**config.mk**
```make
export PLATFORM = sky130hd
export DESIGN_NAME = oled_spi_arbiter_flat
export DESIGN_NICKNAME = d
export VERILOG_FILES = /design/src/rtl/oled_pkg.sv /design/src/rtl/oled_spi_arbiter_if.sv /design/src/rtl/oled_spi_arbiter_rr_pick.sv /design/src/rtl/oled_spi_arbiter.sv /design/src/flat_wrapper.sv
export SDC_FILE = /design/constraint.sdc
export NUM_CORES = 1
export LEC_CHECK = 0
export ABC_AREA = 1
export ABC_CLOCK_PERIOD_IN_PS = 4300
export BUFFER_PORTS_ARGS = -buffer_cell sky130_fd_sc_hd__buf_2
export CORE_ASPECT_RATIO = 1.4
export CORE_MARGIN = 3
export CORE_UTILIZATION = 51
export CTS_CLUSTER_DIAMETER = 50
export CTS_CLUSTER_SIZE = 20
export DETAILED_ROUTE_END_ITERATION = 16
export PLACE_DENSITY = 0.94
export SLEW_MARGIN = 20
export SYNTH_ARGS = -nofsm -noshare
export SYNTH_HDL_FRONTEND = slang
export SYNTH_HIERARCHICAL = 1
export SYNTH_SLANG_ARGS = --single-unit
```
**constraint.sdc**
```tcl
create_clock -name clk -period 4.3 [get_ports clk]
set_input_delay 0.645 -clock clk [delete_from_list [all_inputs] [get_ports clk]]
set_output_delay 0.645 -clock clk [all_outputs]
set_load 0.01 [all_outputs]
```
**src/rtl/oled_pkg.sv**
```systemverilog
// Shared types and constants for the OLED SPI arbiter.
// Holds the arbiter state enum and the panel command bytes.
package oled_pkg;

  typedef enum logic [1:0] {
    ST_IDLE    = 2'd0,
    ST_GRANT   = 2'd1,
    ST_XFER    = 2'd2,
    ST_RELEASE = 2'd3
  } arb_state_t;

  // Panel command bytes
  localparam logic [7:0] CMD_DISPLAY_ON  = 8'hAF;
  localparam logic [7:0] CMD_REMAP       = 8'hA0;
  localparam logic [7:0] CMD_DISPLAY_OFF = 8'hAE;

  // Width of the idle-grant watchdog counter
  localparam int WDOG_W = 16;

endpackage

```
**src/rtl/oled_spi_arbiter_if.sv**
```systemverilog
// Bundle of requester-side and SPI-engine-side signals of the arbiter.
// slave modport: the arbiter itself. master modport: whatever drives it.
interface oled_spi_arbiter_if #(
  parameter int NREQ = 3
);
  logic [NREQ-1:0]   req;
  logic [NREQ-1:0]   req_valid;
  logic [8*NREQ-1:0] req_data;
  logic [NREQ-1:0]   req_dc;
  logic [NREQ-1:0]   req_last;
  logic [NREQ-1:0]   gnt;
  logic [NREQ-1:0]   req_ack;
  logic              spi_ready;
  logic              spi_done;
  logic              spi_start;
  logic [7:0]        spi_d_in;
  logic              cs;
  logic              dc;
  logic              busy;
  logic              timeout_err;

  modport slave (
    input  req, req_valid, req_data, req_dc, req_last, spi_ready, spi_done,
    output gnt, req_ack, spi_start, spi_d_in, cs, dc, busy, timeout_err
  );

  modport master (
    output req, req_valid, req_data, req_dc, req_last, spi_ready, spi_done,
    input  gnt, req_ack, spi_start, spi_d_in, cs, dc, busy, timeout_err
  );
endinterface

```
**src/rtl/oled_spi_arbiter_rr_pick.sv**
```systemverilog
// Round-robin winner selection, purely combinational.
// Searches req starting at the index after ptr, wrapping, and returns
// the first set bit as a one-hot vector (all zero when req is zero).
module rr_pick #(
  parameter int NREQ  = 3,
  parameter int PTR_W = 2
) (
  input  logic [NREQ-1:0]  req,
  input  logic [PTR_W-1:0] ptr,
  output logic [NREQ-1:0]  winner
);

  int   idx;
  logic found;

  // Walk the requesters in rotated order and keep the first one asking
  always_comb begin
    winner = '0;
    found  = 1'b0;
    idx    = 0;
    for (int k = 1; k <= NREQ; k++) begin
      idx = (int'(ptr) + k) % NREQ;
      for (int i = 0; i < NREQ; i++) begin
        if (!found && (i == idx) && req[i]) begin
          winner[i] = 1'b1;
          found     = 1'b1;
        end
      end
    end
  end

endmodule

```
**src/rtl/oled_spi_arbiter.sv**
```systemverilog
// OLED SPI arbiter: shares one SPI byte engine between NREQ requesters.
// Grants are round-robin per burst; cs stays low for the whole burst.
// Optional idle-grant watchdog enabled by defining OLED_ARB_TIMEOUT_EN;
// without it timeout_err is tied low and GRANT waits indefinitely.
module oled_spi_arbiter
  import oled_pkg::*;
#(
  parameter int NREQ    = 3,
  parameter int TIMEOUT = 255
) (
  input  logic               clk,
  input  logic               reset,
  oled_spi_arbiter_if.slave  bus
);

  localparam int PTR_W = $clog2(NREQ);

  if (NREQ < 2 || NREQ > 8 || TIMEOUT < 1 || TIMEOUT > 65535) begin : g_param_check
    $error("oled_spi_arbiter: NREQ must be 2..8 and TIMEOUT 1..65535");
  end

  arb_state_t       state_q, state_d;
  logic [NREQ-1:0]  gnt_q, gnt_d;
  logic [NREQ-1:0]  ack_q, ack_d;
  logic             start_q, start_d;
  logic [7:0]       d_in_q, d_in_d;
  logic             cs_q, cs_d;
  logic             dc_q, dc_d;
  logic             last_q, last_d;
  logic [PTR_W-1:0] ptr_q, ptr_d;
  logic [PTR_W-1:0] win_q, win_d;
`ifdef OLED_ARB_TIMEOUT_EN
  logic              tout_q, tout_d;
  logic [WDOG_W-1:0] cnt_q, cnt_d;
`endif

  logic [NREQ-1:0]  winner;
  logic [PTR_W-1:0] win_idx;
  logic             sel_req;
  logic             sel_valid;
  logic [7:0]       sel_data;
  logic             sel_dc;
  logic             sel_last;

  rr_pick #(
    .NREQ  (NREQ),
    .PTR_W (PTR_W)
  ) u_rr_pick (
    .req    (bus.req),
    .ptr    (ptr_q),
    .winner (winner)
  );

  // Encode the one-hot winner as an index for the round-robin pointer
  always_comb begin
    win_idx = '0;
    for (int i = 0; i < NREQ; i++) begin
      if (winner[i]) win_idx = PTR_W'(i);
    end
  end

  // Route the granted requester's lines to the FSM
  always_comb begin
    sel_req   = 1'b0;
    sel_valid = 1'b0;
    sel_data  = 8'h00;
    sel_dc    = 1'b0;
    sel_last  = 1'b0;
    for (int i = 0; i < NREQ; i++) begin
      if (gnt_q[i]) begin
        sel_req   = bus.req[i];
        sel_valid = bus.req_valid[i];
        sel_data  = bus.req_data[8*i +: 8];
        sel_dc    = bus.req_dc[i];
        sel_last  = bus.req_last[i];
      end
    end
  end

  // Next-state and registered-output logic of the arbiter FSM
  always_comb begin
    state_d = state_q;
    gnt_d   = gnt_q;
    ack_d   = '0;
    start_d = 1'b0;
    d_in_d  = d_in_q;
    cs_d    = cs_q;
    dc_d    = dc_q;
    last_d  = last_q;
    ptr_d   = ptr_q;
    win_d   = win_q;
`ifdef OLED_ARB_TIMEOUT_EN
    tout_d  = tout_q;
    cnt_d   = cnt_q;
`endif

    case (state_q)
      ST_IDLE: begin
        gnt_d = '0;
        cs_d  = 1'b1;
        if (|bus.req) begin
          state_d = ST_GRANT;
          gnt_d   = winner;
          win_d   = win_idx;
          cs_d    = 1'b0;
`ifdef OLED_ARB_TIMEOUT_EN
          cnt_d   = '0;
`endif
        end
      end

      ST_GRANT: begin
        if (!sel_req) begin
          // Requester abandoned its burst
          state_d = ST_RELEASE;
          gnt_d   = '0;
          cs_d    = 1'b1;
`ifdef OLED_ARB_TIMEOUT_EN
          cnt_d   = '0;
`endif
        end else if (sel_valid && bus.spi_ready) begin
          state_d = ST_XFER;
          start_d = 1'b1;
          ack_d   = gnt_q;
          d_in_d  = sel_data;
          dc_d    = sel_dc;
          last_d  = sel_last;
`ifdef OLED_ARB_TIMEOUT_EN
          cnt_d   = '0;
`endif
        end else begin
`ifdef OLED_ARB_TIMEOUT_EN
          cnt_d = cnt_q + WDOG_W'(1);
          if (cnt_d >= WDOG_W'(TIMEOUT)) begin
            // Granted requester sat idle too long: reclaim the bus
            state_d = ST_RELEASE;
            gnt_d   = '0;
            cs_d    = 1'b1;
            tout_d  = 1'b1;
            cnt_d   = '0;
          end
`endif
        end
      end

      ST_XFER: begin
        if (bus.spi_done) begin
          if (last_q) begin
            state_d = ST_RELEASE;
            gnt_d   = '0;
            cs_d    = 1'b1;
          end else begin
            state_d = ST_GRANT;
          end
        end
      end

      ST_RELEASE: begin
        state_d = ST_IDLE;
        gnt_d   = '0;
        cs_d    = 1'b1;
        ptr_d   = win_q;
      end

      default: begin
        state_d = ST_IDLE;
        gnt_d   = '0;
        cs_d    = 1'b1;
      end
    endcase
  end

  // State and output registers; reset forces cs high immediately
  always_ff @(posedge clk or posedge reset) begin
    if (reset) begin
      state_q <= ST_IDLE;
      gnt_q   <= '0;
      ack_q   <= '0;
      start_q <= 1'b0;
      d_in_q  <= 8'h00;
      cs_q    <= 1'b1;
      dc_q    <= 1'b0;
      last_q  <= 1'b0;
      ptr_q   <= PTR_W'(NREQ - 1);
      win_q   <= '0;
`ifdef OLED_ARB_TIMEOUT_EN
      tout_q  <= 1'b0;
      cnt_q   <= '0;
`endif
    end else begin
      state_q <= state_d;
      gnt_q   <= gnt_d;
      ack_q   <= ack_d;
      start_q <= start_d;
      d_in_q  <= d_in_d;
      cs_q    <= cs_d;
      dc_q    <= dc_d;
      last_q  <= last_d;
      ptr_q   <= ptr_d;
      win_q   <= win_d;
`ifdef OLED_ARB_TIMEOUT_EN
      tout_q  <= tout_d;
      cnt_q   <= cnt_d;
`endif
    end
  end

  assign bus.gnt       = gnt_q;
  assign bus.req_ack   = ack_q;
  assign bus.spi_start = start_q;
  assign bus.spi_d_in  = d_in_q;
  assign bus.cs        = cs_q;
  assign bus.dc        = dc_q;
  assign bus.busy      = (state_q != ST_IDLE);
`ifdef OLED_ARB_TIMEOUT_EN
  assign bus.timeout_err = tout_q;
`else
  assign bus.timeout_err = 1'b0;
`endif

endmodule

```
**src/flat_wrapper.sv**
```systemverilog
// flat-port wrapper written by rule: the top's interface ports become plain ports
module oled_spi_arbiter_flat import oled_pkg::*;
#(
  parameter int NREQ    = 3,
  parameter int TIMEOUT = 255
)
  (clk, reset, bus_req, bus_req_valid, bus_req_data, bus_req_dc, bus_req_last, bus_spi_ready, bus_spi_done, bus_gnt, bus_req_ack, bus_spi_start, bus_spi_d_in, bus_cs, bus_dc, bus_busy, bus_timeout_err);
  oled_spi_arbiter_if #(.NREQ(NREQ)) bus_i ();
  input  logic clk;
  input  logic reset;
  input wire logic [$bits(bus_i.req)-1:0] bus_req;
  input wire logic [$bits(bus_i.req_valid)-1:0] bus_req_valid;
  input wire logic [$bits(bus_i.req_data)-1:0] bus_req_data;
  input wire logic [$bits(bus_i.req_dc)-1:0] bus_req_dc;
  input wire logic [$bits(bus_i.req_last)-1:0] bus_req_last;
  input wire logic [$bits(bus_i.spi_ready)-1:0] bus_spi_ready;
  input wire logic [$bits(bus_i.spi_done)-1:0] bus_spi_done;
  output wire logic [$bits(bus_i.gnt)-1:0] bus_gnt;
  output wire logic [$bits(bus_i.req_ack)-1:0] bus_req_ack;
  output wire logic [$bits(bus_i.spi_start)-1:0] bus_spi_start;
  output wire logic [$bits(bus_i.spi_d_in)-1:0] bus_spi_d_in;
  output wire logic [$bits(bus_i.cs)-1:0] bus_cs;
  output wire logic [$bits(bus_i.dc)-1:0] bus_dc;
  output wire logic [$bits(bus_i.busy)-1:0] bus_busy;
  output wire logic [$bits(bus_i.timeout_err)-1:0] bus_timeout_err;
  assign bus_i.req = bus_req;
  assign bus_i.req_valid = bus_req_valid;
  assign bus_i.req_data = bus_req_data;
  assign bus_i.req_dc = bus_req_dc;
  assign bus_i.req_last = bus_req_last;
  assign bus_i.spi_ready = bus_spi_ready;
  assign bus_i.spi_done = bus_spi_done;
  assign bus_gnt = bus_i.gnt;
  assign bus_req_ack = bus_i.req_ack;
  assign bus_spi_start = bus_i.spi_start;
  assign bus_spi_d_in = bus_i.spi_d_in;
  assign bus_cs = bus_i.cs;
  assign bus_dc = bus_i.dc;
  assign bus_busy = bus_i.busy;
  assign bus_timeout_err = bus_i.timeout_err;
  oled_spi_arbiter #(.NREQ(NREQ), .TIMEOUT(TIMEOUT)) u_core (.clk(clk), .reset(reset), .bus(bus_i));
endmodule
```
==> reports/results.txt, run 1 <==
outcome -> completed
via count -> 1502
final RePlAce weighted congestion -> 0.890
fin area -> 1730 sq um
number of port buffers -> 57
Max Slew Vio Count -> 0
Starting DRT DRC Count -> 62
kind of end point of the critical path -> register
Max FO, Critical Path -> 15
Setup WS pre-CTS -> 2210 ps
GRT Util Overall -> 22.2%
YS warnings -> 6
first-pass GRT wire length -> 5.94 mm
Fin. Hold Viols -> 0
Filler Cell Count -> 203
kind of critical path -> register to register
clk_skew -> 8.46 ps
cell mode on critical path -> nand2_1
post-synthesis sequential area ratio -> 42.9%
largest net degree at the start of global routing -> 25
Req. time, crit path -> 4540 ps
Nets -> 298
Num CTS Buffers -> 3
final setup fails -> 0
fin crit share -> 49.8%
Slowest Stage Delay on Critical Path -> 590 ps
share of cells above drive strength 1 -> 28.2%
Root Buffer -> clkbuf_4
post-CTS setup buffers -> 0
initial core utilization -> 56.3%
Area Growth Syn to Fin -> 23.2%
setup_tns -> 0 ps
Detail Route Antenna Nets -> 0
row count -> 21
vias in the first global route -> 1404
worst slew pin tran -> 874 ps
final WL -> 3.57 mm
leakage -> 0.988 nW
CTS tree -> yes
post-cts repair resize count -> 0
CTS clk-pin slew, worst paths -> 120 ps
Seq cells post-synth -> 24
WL per Instance -> 12.4 um
Worst path slowest cell -> dfrtp_1
PD cells -> 521 nW/um^2
# H-tree levels -> 1
# diodes -> 0
die height -> 68.1 um
Peak VDD IR -> 0.334 mV
max_slew headroom -> 41.6%
Storage cell area -> 603 sq um
synth unique cells -> 24
Post-Place Cell Area -> 1700 sq um
IO Count -> 59
CP startpoint kind -> register
Longest Clk Path Bufs -> 2
RSZ-0062 raised after global routing -> false
post-synth top area share -> 39.2%
clock sinks -> 24
Tmin final -> 2140 ps
drc violations -> 0
core area -> 2500 sq um
hold_ws -> 472 ps
synth top area cells -> dfrtp_1, nand2_1, a21oi_1
Peak Freq -> 467 MHz
Die Area -> 3430 sq um
vias per cell -> 5.20
DPL Wire Length -> 2.67 mm
Cell Chain, Critical Path -> inv_1 -> o21a_1 -> nand2_1 -> nor2_2 -> nand2_1 -> nand2_1
max-cap viol count -> 0
Clock Latency Late Sink -> 300 ps
Hold WC Path Type -> register to register
antenna violations before repair -> 0
worst setup margin -> 2160 ps
hold buffer count at cts -> 0
1st-pass router iterations -> 4
gr ovfl total -> 0
average size of a mapped cell -> 6.99 sq um
multi-input combinational cell area -> 686 sq um
CP arrival -> 2380 ps
Synth area leader -> dfrtp_1
fin util -> 69.4%
Post-Synthesis Cells -> 201
Post-Syn Area -> 1410 sq um
Die Width -> 50.4 um
Syn Nets -> 243
cell type report:
type,instances,area share [%]
multi-input cells,149,39.6
flip-flops and latches,24,34.8
repair buffers,57,16.5
inverters,21,4.55
well taps,34,2.46
clock buffers,4,2.10
final timing paths:
check | endpoint | from | slack [ps] | depth (start not counted)
worst max-delay path | u_core/bus.spi_d_in[0] | u_core/bus.gnt[2] | 2160 | 6
worst min-delay path | u_core/bus.cs | u_core/bus.cs | 470 | 2
worst max register to register | u_core/bus.spi_d_in[0] | u_core/bus.gnt[2] | 2160 | 6
worst min register to register | u_core/bus.cs | u_core/bus.cs | 470 | 2
max in group asynchronous | u_core/state_q[0] | reset | 3260 | 2
min in group asynchronous | u_core/bus.spi_d_in[4] | reset | 500 | 2
layout by cell type, fill, tap and decap left out, drive strengths merged:
cell type and n:
a21oi 27, a31oi 1, buf 57, clkbuf 4
conb 1, dfrtp 22, dfstp 2, ha 2
inv 21, nand2 67, nand3 4, nand4 4
nor2 20, nor3 5, o21a 1, o21ai 16
o22ai 1
synthesized netlist by cell type, drive strengths merged:
cell type,instances
inv,21
nand4,4
nor2,20
nand2,67
o21a,1
nand3,4
clkbuf,2
a21oi,27
o22ai,1
o21ai,16
nor3,5
conb,1
ha,2
a31oi,1
dfrtp,22
dfstp,2
buf,5
logic make-up after synthesis:
kind of cell	after synthesis	synth area share, %
other	1	0.267
buffers and inverters	28	8.28
AOI/OAI and AO/OA	46	17.3
DFF	24	42.9
adders and majority gates	2	1.78
and+or+nand+nor	100	29.5
flip-flops by register name, indices dropped and copies added, names as in the netlist:
register and flops:
u_core/bus.req_ack 3, u_core/bus.spi_d_in 8, u_core/last_q 1, u_core/ptr_q 2, u_core/bus.cs 1, u_core/bus.spi_start 1
u_core/bus.dc 1, u_core/state_q 2, u_core/bus.gnt 3, u_core/win_q 2
critical path, delay by kind of cell (launching register included):
family                 cells  cell delay (ps)
AOI/OAI and AO/OA          1              160
DFF                        1              590
and+or+nand+nor            4              930
buffers and inverters      1              410
report_power, final:
part	total (mW)	switching [mW]	internal, mW
logic	0.431	0.273	0.158
registers	0.357	0.0687	0.288
clock network	0.115	0.0630	0.0516
total	0.902	0.404	0.498
metrics by stage:
stage	cells	power, mW
4_1_cts	289	0.898
3_5_place_dp	285	0.782
2_1_floorplan	201	0.659
6_report	289	0.902
3_3_place_gp	285	0.769
5_1_grt	289	0.983
layer usage:
| layer | global-route usage [%] | wire (um) | vias to the layer above |
|---|---|---|---|
| met5 | 0 | 0 | - |
| met4 | 8.42 | 27 | 0 |
| met3 | 2.40 | 291 | 4 |
| met2 | 38.9 | 1870 | 74 |
| met1 | 28.1 | 1380 | 671 |
| li1 | - | - | 753 |
No activity file was read; power rests on OpenSTA's default activity.
==> run 2, diff against run 1 <==
- ABC_AREA: 1 -> 0
- ABC_CLOCK_PERIOD_IN_PS: 4300 -> 1800
- CORE_UTILIZATION: 51 -> 42
- PLACE_DENSITY: 0.94 -> 0.85
- clock period: 4.3 -> 1.8 ns (I/O delays scaled with it)
==> reports/results.txt, run 2 <==
# diodes -> 0
CP arrival -> 1790 ps
Tmin final -> 1640 ps
Primary FF master, synth -> dfrtp_1
average size of a mapped cell -> 10.5 sq um
flip-flop count of the largest register after layout -> 8
drc violations -> 0
gr ovfl total -> 0
kind of critical path -> register to register
Detail Route Antenna Nets -> 0
post-synth top area share -> 40.5%
setup_tns -> 0 ps
number of port buffers -> 57
antenna violations before repair -> 0
WL per Instance -> 13.6 um
Hold WC Path Type -> input port to asynchronous set/reset pin
DPL Wire Length -> 2.42 mm
Overall Power -> 2.48 mW
die height -> 73.3 um
CTS tree -> yes
Synth area leader -> dfrtp_1
synth unique cells -> 33
CTS clk-pin slew, worst paths -> 80 ps
fin crit share -> 90.9%
Longest Clk Path Bufs -> 2
post-synthesis sequential area ratio -> 44.3%
Peak VDD IR -> 0.600 mV
CP startpoint kind -> register
Req. time, crit path -> 1950 ps
# H-tree levels -> 1
Layout Cells excl Fill -> 226
Die Area -> 3970 sq um
Peak Freq -> 611 MHz
Die Width -> 54.1 um
PD cells -> 1410 nW/um^2
clock sinks -> 24
vias in the first global route -> 1156
Area Growth Syn to Fin -> 29.3%
Post-synth top cells -> dfrtp_1, nand2_1, o21ai_0
synth top area cells -> dfrtp_1, mux2_4, mux2_2
GRT Util Overall -> 17.2%
1st-pass router iterations -> 4
row count -> 23
Num CTS Buffers -> 3
Post-Synthesis Cells -> 130
initial core utilization -> 45.4%
Fin. Hold Viols -> 0
placed insts -> 222
Seq cells post-synth -> 24
core area -> 2990 sq um
top-count cell post-synth -> dfrtp_1
RSZ-0062 raised after global routing -> false
Max FO, Critical Path -> 14
first-pass GRT wire length -> 5.01 mm
Slowest Stage Delay on Critical Path -> 470 ps
final WL -> 3.07 mm
Setup WS pre-CTS -> 137 ps
most common cell after layout, fill and taps aside -> buf_2
worst setup margin -> 164 ps
hold_ws -> 34.3 ps
fin area -> 1760 sq um
clk_skew -> 1.97 ps
Clock Latency Late Sink -> 260 ps
Nets -> 232
fin util -> 58.7%
kind of end point of the critical path -> register
Syn Nets -> 172
vias per cell -> 5.24
Root Buffer -> clkbuf_8
leakage -> 0.945 nW
final setup fails -> 0
Post-Place Cell Area -> 1680 sq um
Worst path slowest cell -> dfrtp_1
max-cap viol count -> 0
YS warnings -> 6
outcome -> completed
IO Count -> 59
via count -> 1185
asr flop ratio synth -> 100%
share of cells above drive strength 1 -> 47.1%
Max Slew Vio Count -> 0
Starting DRT DRC Count -> 24
hold buffer count at cts -> 0
Post-synth EDFFs -> 0
largest net degree at the start of global routing -> 25
Cell Chain, Critical Path -> and3b_1 -> o221a_2 -> nand3_4 -> mux2_2
Post-Syn Area -> 1360 sq um
final RePlAce weighted congestion -> 0.859
commonest non-fill, non-tap cells in the layout -> buf_2, dfrtp_1, nand2_1
==> run 2: path summary, 6_finish.rpt <==
check                                        to  cells after the start               from  slack, ps
max                               u_core/last_q                      4  u_core/bus.gnt[1]        160
min                        u_core/bus.spi_start                      3              reset         30
max reg2reg                       u_core/last_q                      4  u_core/bus.gnt[1]        160
min reg2reg                       u_core/bus.cs                      2      u_core/bus.cs        460
max in group asynchronous       u_core/ptr_q[1]                      3              reset       1480
min in group clk              u_core/state_q[0]                      2       bus_spi_done        290
==> run 2: repair_timing <==
item	in CTS	in global routing
buffers inserted	0	0
endpoints found under the setup margin	0	7
gates resized for setup	0	1
==> run 2: cells by family (layout without fill, tap and decap cells) <==
family	Yosys count	after routing	synth area share, %
buffers and inverters	17	76	6.07
multiplexers	13	13	12.4
flip-flops	24	24	44.3
adder cells (fa/ha/maj)	2	2	1.84
other	1	1	0.276
AND/OR/NAND/NOR	36	36	13.8
AO/OA/AOI/OAI	37	37	21.3
==> run 2: routing by layer <==
layer  up-vias  track usage [%]  share of wire (%)
li1        573                -                  -
met1       571             20.7                 39
met2        37             30.2                 54
met3         4             1.22                5.2
met4         0             8.31                1.3
met5         -                0                  0
==> run 2: power by group <==
part,internal [mW],total (mW),switching (mW)
registers,0.722,0.845,0.123
logic,0.581,1.18,0.597
clock network,0.297,0.459,0.162
total,1.60,2.48,0.883
==> run 2: critical path: cells and delay by family (launching register included) <==
kind | cells | cell delay [ps]
mux | 1 | 360
compound gates | 1 | 280
flops | 1 | 470
simple gates | 2 | 420
==> run 2: area by class of cell <==
type	instances	area [sq um]
clock buffers	3	41.3
clock inverters	1	30.0
fillers	288	1230
inverters	10	37.5
multi-input cells	89	677
flip-flops and latches	24	603
well taps	37	46.3
repair buffers	62	323
==> run 3, diff against run 2 <==
- CORE_UTILIZATION: 42 -> 44
- CTS_BUF_LIST: default -> sky130_fd_sc_hd__clkbuf_4
- PLACE_DENSITY: 0.85 -> 0.88
==> reports/results.txt, run 3 (same netlist as run 2, synthesis figures left out) <==
initial core utilization -> 46.8%
fin crit share -> 92.5%
RR Endpoint -> u_core/bus.spi_d_in[5]
Setup WS pre-CTS -> 155 ps
Starting DRT DRC Count -> 19
GRT Util Overall -> 18.9%
number of port buffers -> 57
CP endpoint -> u_core/bus.spi_d_in[5]
kind of end point of the critical path -> register
vias in the first global route -> 1166
first-pass GRT wire length -> 5.34 mm
share of cells above drive strength 1 -> 47.1%
Longest Clk Path Bufs -> 2
CP startpoint kind -> register
Num CTS Buffers -> 3
drc violations -> 0
flip-flop count of the largest register after layout -> 8
clk_skew -> 6.09 ps
DPL Wire Length -> 2.54 mm
WL per Instance -> 13.8 um
antenna violations before repair -> 0
gr ovfl total -> 0
CP arrival -> 1880 ps
Nets -> 234
via count -> 1159
# H-tree levels -> 1
setup slack, reg-to-reg -> 140 ps
Area Growth Syn to Fin -> 29.2%
Hold WC Path Type -> input port to register
Peak Freq -> 601 MHz
Die Width -> 53.0 um
max-cap viol count -> 0
core area -> 2910 sq um
FF-to-FF Start -> u_core/bus.gnt[1]
final WL -> 3.14 mm
largest net degree at the start of global routing -> 15
leakage -> 0.947 nW
CTS clk-pin slew, worst paths -> 130 ps
IO Count -> 59
kind of critical path -> register to register
Root Buffer -> clkbuf_4
Crit. Startpoint -> u_core/bus.gnt[1]
Filler Cell Count -> 256
die height -> 71.8 um
CTS tree -> yes
Tmin final -> 1660 ps
1st-pass router iterations -> 4
Clock Latency Late Sink -> 310 ps
Max FO, Critical Path -> 14
RSZ-0062 raised after global routing -> false
PD cells -> 1380 nW/um^2
Fin. Hold Viols -> 0
vias per cell -> 5.08
most common cell after layout, fill and taps aside -> buf_2
post-CTS setup buffers -> 0
row count -> 23
final setup fails -> 0
Die Area -> 3800 sq um
worst setup margin -> 135 ps
clock sinks -> 24
commonest non-fill, non-tap cells in the layout -> buf_2, dfrtp_1, nand2_1
Max Slew Vio Count -> 0
worst-case reg-to-reg path depth -> 4
Detail Route Antenna Nets -> 0
setup_tns -> 0 ps
final RePlAce weighted congestion -> 0.867
Req. time, crit path -> 2010 ps
outcome -> completed
Peak VDD IR -> 0.787 mV
# diodes -> 0
[run 3: changes by cell type in the layout (fill, tap and decap cells not counted), sizes merged]
cell	before	now
buf	62	63
dlygate4sd3	0	1
[run 3: area by class of cell]
type / instances / area [sq um] / area share (%)
clock buffers: 3 / 22.5 / 1.28
clock inverters: 1 / 30.0 / 1.71
inverters: 10 / 37.5 / 2.14
multi-input cells: 89 / 677 / 38.5
flip-flops and latches: 24 / 603 / 34.3
well taps: 37 / 46.3 / 2.64
repair buffers: 64 / 340 / 19.4
[run 3: report_power, final]
group	switching, mW	total, mW	internal, mW
registers	0.124	0.844	0.720
clock network	0.161	0.386	0.225
logic	0.596	1.19	0.591
total	0.880	2.42	1.54
[run 3: worst max-delay path: stages (launching register included)]
cell,delay [ps]
dfrtp_1,500
and3b_1,210
o221a_2,280
nand3_4,220
mux2_2,360
[run 3: worst min path at each step]
stage                            end  slack [ps]         start  depth (start not counted)
6_report           u_core/state_q[0]         220  bus_spi_done                          2
3_5_place_dp   u_core/bus.req_ack[0]         280         reset                          2
4_1_cts            u_core/state_q[0]         230  bus_spi_done                          2
5_1_grt            u_core/state_q[0]         240  bus_spi_done                          2
2_1_floorplan          u_core/bus.dc         280         reset                          1
3_3_place_gp   u_core/bus.req_ack[0]         270         reset                          2
[run 3: metal layers]
metal  GRT usage (%)  vias up  routed length (um)
li1                -      578                   -
met1            23.9      533                1240
met2            30.5       46                1630
met3            5.20        2                 231
met4            6.82        0                  24
met5               0        -                   0
[run 3: stage by stage]
| step | cell area [sq um] | utilization (%) | instances | power [mW] | hold slack, ps |
|---|---|---|---|---|---|
| floorplan | 1360 | - | 130 | 1.67 | 283 |
| global placement | 1690 | 58.2 | 223 | 2.00 | 267 |
| detailed placement | 1690 | 58.2 | 223 | 2.03 | 280 |
| CTS | 1750 | 60.4 | 228 | 2.43 | 225 |
| global route | 1760 | 60.4 | 228 | 2.62 | 236 |
| finish | 1760 | 60.4 | 228 | 2.42 | 224 |
[run 3: repair_timing]
item / CTS / global route
endpoints found under the setup margin: 0 / 8
gates resized for setup: 0 / 1
hold endpoints to repair: 8 / 0
hold buffers: 1 / 0
